--- src/rtl/sump2_event_cond.sv ---
// sump2_event_cond: configurable event-input front end for the SUMP2 capture
// path. Synchronises raw event pins, applies per-channel invert, glitch filter
// and enable mask, and generates a programmable sample-enable pulse. All
// configuration registers sit on the Mesa local bus in the capture clock domain.
module sump2_event_cond #(
   parameter int unsigned CH_BITS     = 24,
   parameter int unsigned SYNC_STAGES = 2,
   parameter int unsigned FILT_BITS   = 4,
   parameter logic [31:0] BASE_ADDR   = 32'h0000_0040
) (
   input  logic               clk,
   input  logic               reset,
   input  logic               lb_wr,
   input  logic               lb_rd,
   input  logic [31:0]        lb_addr,
   input  logic [31:0]        lb_wr_d,
   output logic [31:0]        lb_rd_d,
   output logic               lb_rd_rdy,
   input  logic [CH_BITS-1:0] events_raw,
   output logic [CH_BITS-1:0] events_out,
   output logic               sample_en,
   output logic               edge_any
);

   localparam logic [FILT_BITS-1:0] ONE_F = 1;
   localparam logic [FILT_BITS:0]   ONE_W = 1;

   // configuration registers
   logic                 r_en;
   logic [FILT_BITS-1:0] r_thresh;
   logic [CH_BITS-1:0]   r_inv;
   logic [CH_BITS-1:0]   r_mask;
   logic [15:0]          r_div;

   // datapath state
   logic [SYNC_STAGES-1:0][CH_BITS-1:0] r_sync;
   logic [CH_BITS-1:0]                  r_st;
   logic [CH_BITS-1:0][FILT_BITS-1:0]   r_cnt;
   logic [CH_BITS-1:0]                  r_events;
   logic                                r_edge;
   logic [15:0]                         r_dcnt;
   logic                                r_sample;

   // read pipeline
   logic        r_rd_pend;
   logic [31:0] r_rd_hold;
   logic        r_rd_rdy;
   logic [31:0] r_rd_d;

   // decode and datapath wires
   logic [31:0]                       w_off;
   logic [2:0]                        w_idx;
   logic                              w_hit;
   logic                              w_wr_ctrl;
   logic                              w_wr_inv;
   logic                              w_wr_mask;
   logic                              w_wr_div;
   logic [31:0]                       w_rd_mux;
   logic [CH_BITS-1:0]                w_sync;
   logic [FILT_BITS-1:0]              w_thr;
   logic [CH_BITS-1:0]                w_st_nxt;
   logic [CH_BITS-1:0][FILT_BITS-1:0] w_cnt_nxt;
   logic [CH_BITS-1:0][FILT_BITS:0]   w_inc;
   logic [CH_BITS-1:0]                w_ev_nxt;
   logic                              w_unused;

   // Offsets 0..4 only; anything below BASE_ADDR wraps to a huge offset and misses.
   assign w_off     = lb_addr - BASE_ADDR;
   assign w_idx     = w_off[4:2];
   assign w_hit     = (w_off[31:5] == '0) && (w_off[1:0] == 2'b00) && (w_idx <= 3'd4);
   assign w_wr_ctrl = lb_wr && w_hit && (w_idx == 3'd0);
   assign w_wr_inv  = lb_wr && w_hit && (w_idx == 3'd1);
   assign w_wr_mask = lb_wr && w_hit && (w_idx == 3'd2);
   assign w_wr_div  = lb_wr && w_hit && (w_idx == 3'd3);
   assign w_unused  = ^lb_wr_d;

   // Register file writes
   always_ff @(posedge clk) begin
      if (reset) begin
         r_en     <= 1'b1;
         r_thresh <= '0;
         r_inv    <= '0;
         r_mask   <= '1;
         r_div    <= '0;
      end else begin
         if (w_wr_ctrl) begin
            r_en     <= lb_wr_d[0];
            r_thresh <= lb_wr_d[8 +: FILT_BITS];
         end
         if (w_wr_inv)  r_inv  <= lb_wr_d[CH_BITS-1:0];
         if (w_wr_mask) r_mask <= lb_wr_d[CH_BITS-1:0];
         if (w_wr_div)  r_div  <= lb_wr_d[15:0];
      end
   end

   // Read mux over current register contents (pre-write on a same-edge write)
   always_comb begin
      w_rd_mux = '0;
      case (w_idx)
         3'd0: begin
            w_rd_mux[0]              = r_en;
            w_rd_mux[8 +: FILT_BITS] = r_thresh;
         end
         3'd1:    w_rd_mux[CH_BITS-1:0] = r_inv;
         3'd2:    w_rd_mux[CH_BITS-1:0] = r_mask;
         3'd3:    w_rd_mux[15:0]        = r_div;
         3'd4:    w_rd_mux[CH_BITS-1:0] = r_events;
         default: w_rd_mux = '0;
      endcase
   end

   // Two-stage read: capture on the lb_rd edge, present for one cycle after the next
   always_ff @(posedge clk) begin
      if (reset) begin
         r_rd_pend <= 1'b0;
         r_rd_hold <= '0;
         r_rd_rdy  <= 1'b0;
         r_rd_d    <= '0;
      end else begin
         r_rd_pend <= lb_rd && w_hit;
         r_rd_hold <= w_rd_mux;
         r_rd_rdy  <= r_rd_pend;
         r_rd_d    <= r_rd_pend ? r_rd_hold : '0;
      end
   end

   // Input synchroniser chain
   always_ff @(posedge clk) begin
      if (reset) begin
         r_sync <= '0;
      end else begin
         r_sync[0] <= events_raw;
         for (int unsigned s = 1; s < SYNC_STAGES; s++) begin
            r_sync[s] <= r_sync[s-1];
         end
      end
   end

   assign w_sync = r_sync[SYNC_STAGES-1] ^ r_inv;
   assign w_thr  = (r_thresh == '0) ? ONE_F : r_thresh;

   // Glitch filter next state: a mismatch must persist w_thr cycles to flip st
   always_comb begin
      w_st_nxt  = r_st;
      w_cnt_nxt = '0;
      w_inc     = '0;
      for (int unsigned i = 0; i < CH_BITS; i++) begin
         w_inc[i] = {1'b0, r_cnt[i]} + ONE_W;
         if (w_sync[i] != r_st[i]) begin
            if (w_inc[i] >= {1'b0, w_thr}) begin
               w_st_nxt[i] = w_sync[i];
            end else begin
               w_cnt_nxt[i] = w_inc[i][FILT_BITS-1:0];
            end
         end
      end
   end

   // Filter state; a CTRL write restarts every count but keeps the settled state
   always_ff @(posedge clk) begin
      if (reset) begin
         r_st  <= '0;
         r_cnt <= '0;
      end else if (w_wr_ctrl) begin
         r_cnt <= '0;
      end else begin
         r_st  <= w_st_nxt;
         r_cnt <= w_cnt_nxt;
      end
   end

   assign w_ev_nxt = r_en ? (r_st & r_mask) : '0;

   // Output event register and change detect, aligned to the same cycle
   always_ff @(posedge clk) begin
      if (reset) begin
         r_events <= '0;
         r_edge   <= 1'b0;
      end else begin
         r_events <= w_ev_nxt;
         r_edge   <= |(w_ev_nxt ^ r_events);
      end
   end

   // Sample-enable divider: one pulse every DIV+1 cycles while enabled
   always_ff @(posedge clk) begin
      if (reset || w_wr_div || !r_en) begin
         r_dcnt   <= '0;
         r_sample <= 1'b0;
      end else if (r_dcnt == r_div) begin
         r_dcnt   <= '0;
         r_sample <= 1'b1;
      end else begin
         r_dcnt   <= r_dcnt + 16'd1;
         r_sample <= 1'b0;
      end
   end

   assign events_out = r_events;
   assign edge_any   = r_edge;
   assign sample_en  = r_sample;
   assign lb_rd_rdy  = r_rd_rdy;
   assign lb_rd_d    = r_rd_d;

endmodule

--- config.mk ---
export PLATFORM = sky130hd
export DESIGN_NAME = sump2_event_cond
export DESIGN_NICKNAME = d
export VERILOG_FILES = /design/src/rtl/sump2_event_cond.sv
export SDC_FILE = /design/constraint.sdc
export NUM_CORES = 1
export LEC_CHECK = 0
export BUFFER_PORTS_ARGS = -buffer_cell sky130_fd_sc_hd__buf_4
export CORE_MARGIN = 2
export CORE_UTILIZATION = 30
export DETAILED_ROUTE_END_ITERATION = 10
export GPL_TIMING_DRIVEN = 0
export PLACE_DENSITY = 0.51
export SYNTH_ARGS = -nofsm -noshare
export SYNTH_HDL_FRONTEND = slang
export SYNTH_SLANG_ARGS = --single-unit
export TNS_END_PERCENT = 50
--- constraint.sdc ---
create_clock -name clk -period 6.7 [get_ports clk]
set_input_delay 1.34 -clock clk [delete_from_list [all_inputs] [get_ports clk]]
set_output_delay 1.34 -clock clk [all_outputs]
set_load 0.05 [all_outputs]
==> Yosys cells after proc, flatten, opt, wreduce, memory -nomap -nowiden <==
Index checks and enable logic that the tools add are counted.
{ "word_totals": {"register_bits": 345, "latch_bits": 0, "ramBits": 0, "mem_bits_ro": 0, "in_bits": 92, "output_inout_bits": 59, "elab_cells": 247, "n_memories": 0} }
{ "classes": {"addsub": 26, "mul": 0, "n_div": 0, "magnitude_cmp": 25, "eq_ne": 29, "shift": 0, "muxes": 8, "bitwise_logic": 29, "n_reduce_logical": 66} }
{ "op_table": {"columns": ["cell", "n"], "rows": [
  ["$add 4x1->5 const B", 24],
  ["$ge 5x4->1", 24],
  ["$reduce_or 4->1", 24],
  ["$reduce_and 3->1", 24],
  ["$xor 24x24->24", 2],
  ["$sub 32x7->32 const B", 1],
  ["$pmux 7 s4", 1],
  ["$logic_not 27->1", 1],
  ["$not 1->1", 26],
  ["$and 24x24->24", 1],
  ["$mux 24", 1],
  ["$ne 1x1->1", 24],
  ["$pmux 8 s3", 1],
  ["$reduce_or 24->1", 1],
  ["$pmux 4 s5", 1],
  ["$add 16x1->16 const B", 1],
  ["$eq 16x16->1", 1],
  ["$pmux 4 s4", 1],
  ["$logic_and 1x1->1", 8],
  ["$eq 3x2->1 const B", 2],
  ["$pmux 1 s5", 1],
  ["$logic_not 4->1", 1],
  ["$mux 4", 1],
  ["$reduce_or 2->1", 2],
  ["other kinds (8)", 9]
]} }

==> Logic depth before layout (Yosys ltp) <==
Gate-level depths: netlist of run 1.
{ "depth": {"depth_word": 9, "ltp_mapped": 13, "ltp_nobuf": 10} }

==> Worst setup path after synthesis of run 1 <==
No wires, ideal clock.
{ "synth_path": {"kind": "input port to flip-flop", "from": "in lb_addr[6]", "to": "reg r_inv[3]", "setup_ns": 0.128, "arrival_time_ns": 3.885, "required_time_ns": 6.572, "slack_ns": 2.688, "cell_stages": 11, "path_buffers": 2, "cell_sequence": "inv_1 -> ha_1 -> clkbuf_1 -> xnor2_1 -> nand4_1 -> or4b_1 -> a2111o_1 -> a2111oi_4 -> buf_6 -> mux2i_1 -> nor2_1"} }
{ "synth_between": {"elab_chain_cells": 6} }
{ "synth_lines": {"columns": ["item", "line_no", "text"], "rows": [
  ["start, declared", "15", "input logic [31:0] lb_addr,"],
  ["$sub 32x7->32", "68", "assign w_off = lb_addr - BASE_ADDR;"],
  ["$logic_not 27->1", "70", "assign w_hit = (w_off[31:5] == '0) && (w_off[1:0] == 2'b00) && (w_idx <= 3'd4);"],
  ["$logic_and 1x1->1 (2 in a row)", "70", null],
  ["$logic_and 1x1->1 (2 in a row)", "72", "assign w_wr_inv = lb_wr && w_hit && (w_idx == 3'd1);"],
  ["end signal, assigned", "90", "if (w_wr_inv) r_inv <= lb_wr_d[CH_BITS-1:0];"],
  ["end, declared", "31", "logic [CH_BITS-1:0] r_inv;"]
]} }
Every way passes these cells.
A chain may end at the register's enable or synchronous reset.

==> Worst setup path after layout of run 1 <==
{ "layout_path": {"from": "in lb_addr[6]", "to": "reg r_st[0]"} }
{ "layout_between": {"elab_chain_cells": 8} }
{ "layout_lines": {"columns": ["item", "line_no", "text"], "rows": [
  ["$sub 32x7->32", "68", null],
  ["$logic_not 27->1", "70", null],
  ["$logic_and 1x1->1 (2 in a row)", "70", null],
  ["$logic_and 1x1->1 (2 in a row)", "71", "assign w_wr_ctrl = lb_wr && w_hit && (w_idx == 3'd0);"],
  ["$not 1->1 (no line)", null, null],
  ["$reduce_and 3->1 (no line)", null, null],
  ["end signal, assigned", "167", "r_st <= w_st_nxt;"],
  ["end, declared", "37", "logic [CH_BITS-1:0] r_st;"]
]} }
Every way passes these cells.

==> results of run 1 <==
[final cells by class]
cell class              instances  area (µm²)
plain buffers                  70         327
clock buffers                  48        1050
clock inverters                20         243
fillers                      5173       31700
inverters                      32         120
multi-input cells            1192        8180
flip-flops and latches        329        6590
well taps                     672         841
repair buffers                134        1010
[worst max-delay path: stages]
cell and delay, ps:
buf_4 110, inv_1 50, ha_1 290, or4b_2 590, nor4_1 260, nand4_1 140, a2111oi_0 490, o2111ai_1 660
clkbuf_1 460, a21oi_1 230, a311oi_1 60
[stage by stage]
stage / total power [mW] / instances / hold WS, ps / worst slack (ps)
3_3_place_gp: 2.26 / 2429 / 414 / 1980
2_1_floorplan: 2.15 / 1623 / 406 / 2690
6_report: 4.34 / 2497 / 425 / 2390
3_5_place_dp: 2.26 / 2429 / 412 / 1910
5_1_grt: 4.49 / 2497 / 443 / 2240
4_1_cts: 4.39 / 2497 / 426 / 2470
[cells in the mapped netlist (12+ instances only)]
library cell  number
dfxtp_1          329
nor2_1           161
nor2b_1          153
nand2_1          125
ha_1             122
a21oi_1           95
xor2_1            85
xnor2_1           57
clkbuf_1          49
nand3_1           36
inv_1             32
a31oi_1           29
and2_1            27
nand2b_1          27
or4_1             27
a211o_1           25
o21ai_0           25
a311oi_1          24
mux2i_1           24
a22oi_1           23
nand3b_1          16
a211oi_1          12
o22ai_1           12
[state kept, by name, summed over array words and instances (netlist names)]
register / count
r_div: 16
lb_rd_d: 24
lb_rd_rdy: 1
r_sync: 48
r_en: 1
r_st: 24
edge_any: 1
r_dcnt: 16
r_thresh: 4
r_cnt: 96
sample_en: 1
r_rd_pend: 1
r_mask: 24
r_inv: 24
r_rd_hold: 24
events_out: 24
[layer usage]
layer,wire length (µm),part of all wire
met5,0,0
met4,1280,0.029
met3,1960,0.044
met2,21000,0.47
met1,20100,0.45
[placed cells by master (no fill, tap or decap), types with 29 or more instances in the layout]
cell       Yosys  routed
xor2_1        85      85
nor2b_1      153     153
dfxtp_1      329     329
nand2_1      125     125
nand3_1       36      36
a21oi_1       95      95
inv_1         32      32
xnor2_1       57      57
buf_4          8     142
ha_1         122     122
nor2_1       161     161
clkbuf_1      49      52
a31oi_1       29      29
clkbuf_16      0      37
[where the power goes]
part	switching [mW]	internal, mW	leakage (nW)
sequential	0.0158	1.98	2.67
clock	0.848	1.27	0.625
combinational	0.137	0.0848	3.83
total	1.00	3.33	7.12
[worst min-delay path by stage]
stage             endpoint  cells after the start     startpoint  slack [ps]
4_1_cts        lb_rd_d[12]                      1  r_rd_hold[12]         430
3_3_place_gp   lb_rd_d[20]                      1  r_rd_hold[20]         410
6_report       lb_rd_d[20]                      1  r_rd_hold[20]         420
3_5_place_dp   lb_rd_d[12]                      1  r_rd_hold[12]         410
2_1_floorplan   lb_rd_d[0]                      1   r_rd_hold[0]         410
5_1_grt        lb_rd_d[12]                      1  r_rd_hold[12]         440
[kinds of logic after synthesis]
| family | count (synthesis) | synth area share |
|---|---|---|
| and+or+nand+nor | 615 | 0.210 |
| adders and majority gates | 122 | 0.100 |
| DFF | 329 | 0.434 |
| AOI/OAI and AO/OA | 272 | 0.121 |
| muxes | 33 | 0.0232 |
| other | 1 | 0.000247 |
| xor gates and xnor gates | 142 | 0.0819 |
| buffers and inverters | 102 | 0.0294 |
==> flow_metrics.py, run 1 <==
metrics = {
    "detailed_routing": {
        "drtIter0Drc": 606,
        "dr.pass1.iters": 6,
        "wl_per_cell_um": 17.8,
        "ant_nets": 0,
        "vias": 11982,
        "via_per_inst": 4.80,
        "wl_um": 44400,
        "drc": 0,
    },
    "timing": {
        "fin_crit_sh": 0.643,
        "rsz0062_at_grt": "no",
        "slew_headroom": 0.163,
        "finalHoldViolCount": 0,
        "period_needed_ps": 4310,
        "tightest_slew_ps": 1250,
        "finalMaxSlewViolations": 0,
        "setup_tns_ps": 0,
        "finalSetupViolCount": 0,
        "finalClockSkew_ps": 20.5,
        "max_clock_freq_mhz": 232,
    },
    "global_route": {
        "grt_use_total": 0.167,
        "grtUsageMet3": 0.0253,
        "grt-ovfl-total": 0,
        "grt_pass1_vias": 11749,
        "met2_usage": 0.283,
        "grt_start_max_net_pins": 26,
        "grt_pass1_wl_um": 68600,
        "busiest_layer": "met2",
        "met1_usage": 0.214,
        "antenna_found_initial": 0,
    },
    "placed_design": {
        "dpl.hpwl_um": 34400,
        "port_buffers": 134,
        "routabilityCongestion": 0.900,
        "placed_area_um2": 17100,
    },
    "clocking": {
        "numCtsBuffers": 37,
        "ctsHoldBuffers": 0,
        "cts_buffer_depth": 3,
        "ctsHtreeMaxLevel": 2,
        "clockRootBuffer": "clkbuf_16",
        "cts_setup_buffers": 0,
        "clk_pin_slew_worst_paths_ps": 60,
        "clkLatencyLatePin_ps": 550,
        "cts_resized": 0,
        "cts_tree": "yes",
        "cts.sink_count": 329,
    },
    "logic_synthesis": {
        "netlist_instances": 1616,
        "yosysTopAreaCellShare": 0.434,
        "synth_largest_area_cell": "dfxtp_1",
        "ys_seq_area_frac": 0.434,
        "syn-cell-area_um2": 15200,
        "synth_edf_count": 0,
        "synth.avg_cell_area_um2": 9.40,
        "synth_seq_cells": 329,
        "synth-async-reset-ratio": 0,
        "synth_ff_type": "dfxtp_1",
        "synthTopCellsByArea": "dfxtp_1, ha_1, nor2b_1",
        "synth_warnings": 0,
        "ys_types": 57,
    },
    "worst_setup_path": {
        "crit_required_ps": 7090,
        "cp.arrival_ps": 4690,
        "crit_fanout": 10,
        "critPathKind": "primary input to flip-flop",
        "startpoint": "lb_addr[6]",
        "rrSetupSlack_ps": 2770,
        "r2r-start": "r_thresh[1]",
        "timing.rr.end": "r_cnt[6]",
        "reg2reg_depth": 10,
        "setup.worst_path.start_class": "primary input",
        "crit_end": "r_st[0]",
        "end_kind": "flip-flop",
    },
    "pwr": {
        "p_leak_nw": 7.12,
        "p_per_area_nw_per_um2": 236,
        "ir_worst_vdd_uv": 181,
    },
    "floorplan": {
        "rows": 82,
        "start_util": 0.303,
        "die-area_um2": 52500,
        "io_pins": 151,
        "die-width_um": 229,
        "dieHeight_um": 229,
        "core-area_um2": 50100,
    },
    "cells_and_area": {
        "utilization": 0.367,
        "fin_nets": 2010,
        "num_antenna_cells": 0,
        "synthToLayoutAreaGrowth_pct": 20.8,
        "drive_gt1_frac": 0.134,
        "postLayoutCellArea_um2": 18400,
    },
    "run": {
        "drv_cap": 0,
    },
    "status": {
        "status": "finished clean",
    },
    "worst_hold_path": {
        "worstHoldPathType": "flip-flop to flip-flop",
    },
}
No activity file was read; power rests on OpenSTA's default activity.
==> run 2, diff against run 1 <==
--- a/config.mk
+++ b/config.mk
@@ -5,6 +5,7 @@
 export SDC_FILE = /design/constraint.sdc
 export NUM_CORES = 1
 export LEC_CHECK = 0
+export ABC_AREA = 1
 export BUFFER_PORTS_ARGS = -buffer_cell sky130_fd_sc_hd__buf_4
 export CORE_MARGIN = 2
 export CORE_UTILIZATION = 30
==> constraint.sdc (replaced) <==
create_clock -name clk -period 4.1 [get_ports clk]
set_input_delay 0.82 -clock clk [delete_from_list [all_inputs] [get_ports clk]]
set_output_delay 0.82 -clock clk [all_outputs]
set_load 0.05 [all_outputs]
==> run 2 against run 1 <==
Effect of this change: clock power grew 73%; sequential cell count stayed put; worst setup slack got worse by 1500 ps; non-clock buffer count increased by 3; global-route usage rose by 1.2 points; die area up 5.3%; via count up 17%; largest power group unchanged; hold slack got worse by 31 ps; first-iteration DRC count rose by 79%; sequential share of layout area down 1.8 points; cell area grew 5.3%.
==> flow_metrics.py, run 2 <==
metrics = {
    "timing": {
        "period_needed_ps": 3190,
        "setup_tns_ps": 0,
        "slew_headroom": 0.387,
        "finalSetupViolCount": 0,
        "fin_crit_sh": 0.779,
        "max_clock_freq_mhz": 313,
        "finalClockSkew_ps": 18.7,
        "rsz0062_at_grt": "no",
        "finalHoldViolCount": 0,
        "finalMaxSlewViolations": 0,
        "tightest_slew_ps": 920,
    },
    "pwr": {
        "p_total_mw": 7.31,
        "p_per_area_nw_per_um2": 378,
        "ir_worst_vdd_uv": 246,
        "p_leak_nw": 8.92,
    },
    "global_route": {
        "antenna_found_initial": 1,
        "grt_pass1_wl_um": 77400,
        "grt_use_total": 0.179,
        "grt_start_max_net_pins": 26,
        "grt_pass1_vias": 13770,
        "grt-ovfl-total": 0,
    },
    "run": {
        "drv_cap": 0,
    },
    "logic_synthesis": {
        "syn-cell-area_um2": 16000,
        "ys_types": 40,
        "synth_seq_cells": 329,
        "synthTopCellsByArea": "dfxtp_1, nor2_1, ha_1",
        "synth.avg_cell_area_um2": 7.52,
        "synth_ff_type": "dfxtp_1",
        "synth_common_cells": "nor2_1, nand2_1, dfxtp_1",
        "ys_seq_area_frac": 0.411,
        "synth_edf_count": 0,
        "synth-async-reset-ratio": 0,
        "yosysTopAreaCellShare": 0.411,
        "yosysMostFrequentCell": "nor2_1",
        "netlist_instances": 2128,
        "synth_largest_area_cell": "dfxtp_1",
        "synth_warnings": 0,
    },
    "worst_setup_path": {
        "timing.rr.end": "edge_any",
        "r2r-start": "r_en",
        "critPathKind": "flip-flop to flip-flop",
        "cp.arrival_ps": 3610,
        "setup.worst_path.start_class": "flip-flop",
        "end_kind": "flip-flop",
        "rrSetupSlack_ps": 910,
        "crit_required_ps": 4520,
        "startpoint": "r_en",
        "crit_fanout": 10,
        "reg2reg_depth": 8,
    },
    "worst_hold_path": {
        "holdPathEnd": "r_sync[26]",
        "hp-start": "r_sync[2]",
        "worstHoldPathType": "flip-flop to flip-flop",
        "hold_path_depth": 2,
    },
    "placed_design": {
        "place_inst": 2960,
        "dpl.hpwl_um": 38000,
        "port_buffers": 134,
        "placed_area_um2": 18000,
        "routabilityCongestion": 0.899,
    },
    "clocking": {
        "cts_tree": "yes",
        "cts.sink_count": 329,
        "clockRootBuffer": "clkbuf_16",
        "clk_pin_slew_worst_paths_ps": 60,
        "ctsHtreeMaxLevel": 2,
        "clkLatencyLatePin_ps": 560,
        "ctsHoldBuffers": 0,
        "numCtsBuffers": 40,
        "cts_setup_buffers": 0,
        "cts_buffer_depth": 3,
        "cts_resized": 0,
    },
    "floorplan": {
        "core-area_um2": 52700,
        "dieHeight_um": 235,
        "io_pins": 151,
        "die-area_um2": 55200,
        "rows": 84,
        "die-width_um": 235,
        "start_util": 0.304,
    },
    "cells_and_area": {
        "layout_commonest_cell": "nor2_1",
        "final_cells": 3031,
        "postLayoutCellArea_um2": 19300,
        "utilization": 0.367,
        "largest_register": "r_cnt",
        "reg.largest.list": "r_cnt x96, r_sync x48",
        "synthToLayoutAreaGrowth_pct": 20.7,
        "drive_gt1_frac": 0.106,
        "fin_nets": 2528,
        "largest_reg_flops": 96,
        "final_cell_mix": "nor2_1, nand2_1, dfxtp_1, inv_1, buf_4",
    },
    "detailed_routing": {
        "dr.pass1.iters": 5,
        "wl_per_cell_um": 16.3,
        "drc": 0,
        "vias": 14056,
        "via_per_inst": 4.64,
        "wl_um": 49500,
        "ant_nets": 0,
        "drtIter0Drc": 1086,
    },
    "status": {
        "status": "finished clean",
    },
}
run 2: cell types whose count changed after synthesis, moves of 53 or more:
cell	previous run	this run
nand3_1	36	122
a21oi_1	95	32
nand2_1	125	334
nor2_1	161	429
nor3_1	5	58
inv_1	32	294
nor2b_1	153	0
run 2: cells by family (layout without fill, tap and decap cells):
logic type	count (synthesis)	after routing	share of synthesized area
fa+ha+maj	122	122	0.0953
xor+xnor	111	111	0.0607
simple gates	1038	1038	0.277
buf+inv	367	574	0.0905
other cells	1	9	0.000234
compound gates	160	160	0.0652
flops	329	329	0.411
run 2: how the worst max path moves through the flow:
stage / end / slack [ps]
after global routing: r_st[1] / 720
after CTS: r_st[10] / 1030
after global placement: r_cnt[70] / -2360
final: edge_any / 910
after floorplan: r_cnt[74] / 750
after detailed placement: r_st[1] / 450
run 2: power by group:
group	switching [mW]	leakage, nW	total (mW)	internal (mW)
Sequential	0.0252	2.67	3.26	3.24
Clock	1.43	0.669	3.66	2.22
Combinational	0.256	5.59	0.389	0.133
Total	1.71	8.92	7.31	5.60
run 2: through the flow:
stage / worst slack [ps] / hold WS (ps)
after floorplan: 745 / 388
after global placement: -2360 / 395
after detailed placement: 446 / 396
after CTS: 1030 / 398
after global routing: 723 / 411
final: 908 / 394
run 2: critical path, stage by stage (launching register included):
cell      delay [ps]
dfxtp_1          300
clkbuf_1         390
clkbuf_1         620
nand3_1          230
xor2_1           190
nor3b_1          410
nand4_1          210
o31ai_1          610
inv_1             80
run 2: layout make-up:
class	count	area [µm²]
fill	5489	33300
multi-input combinational	1439	8010
sequential	329	6590
clock buffer	54	1150
inverter	297	1110
timing repair buffer	137	1060
tap	688	861
buffer	70	334
clock inverter	16	204
antenna	1	2.50
run 2: routing by layer:
layer / global-route usage / vias up / part of all wire
met1: 0.241 / 6473 / 0.47
met3: 0.0263 / 92 / 0.046
met2: 0.288 / 366 / 0.45
met4: 0.0679 / 0 / 0.034
met5: 0 / - / 0
li1: - / 7125 / -
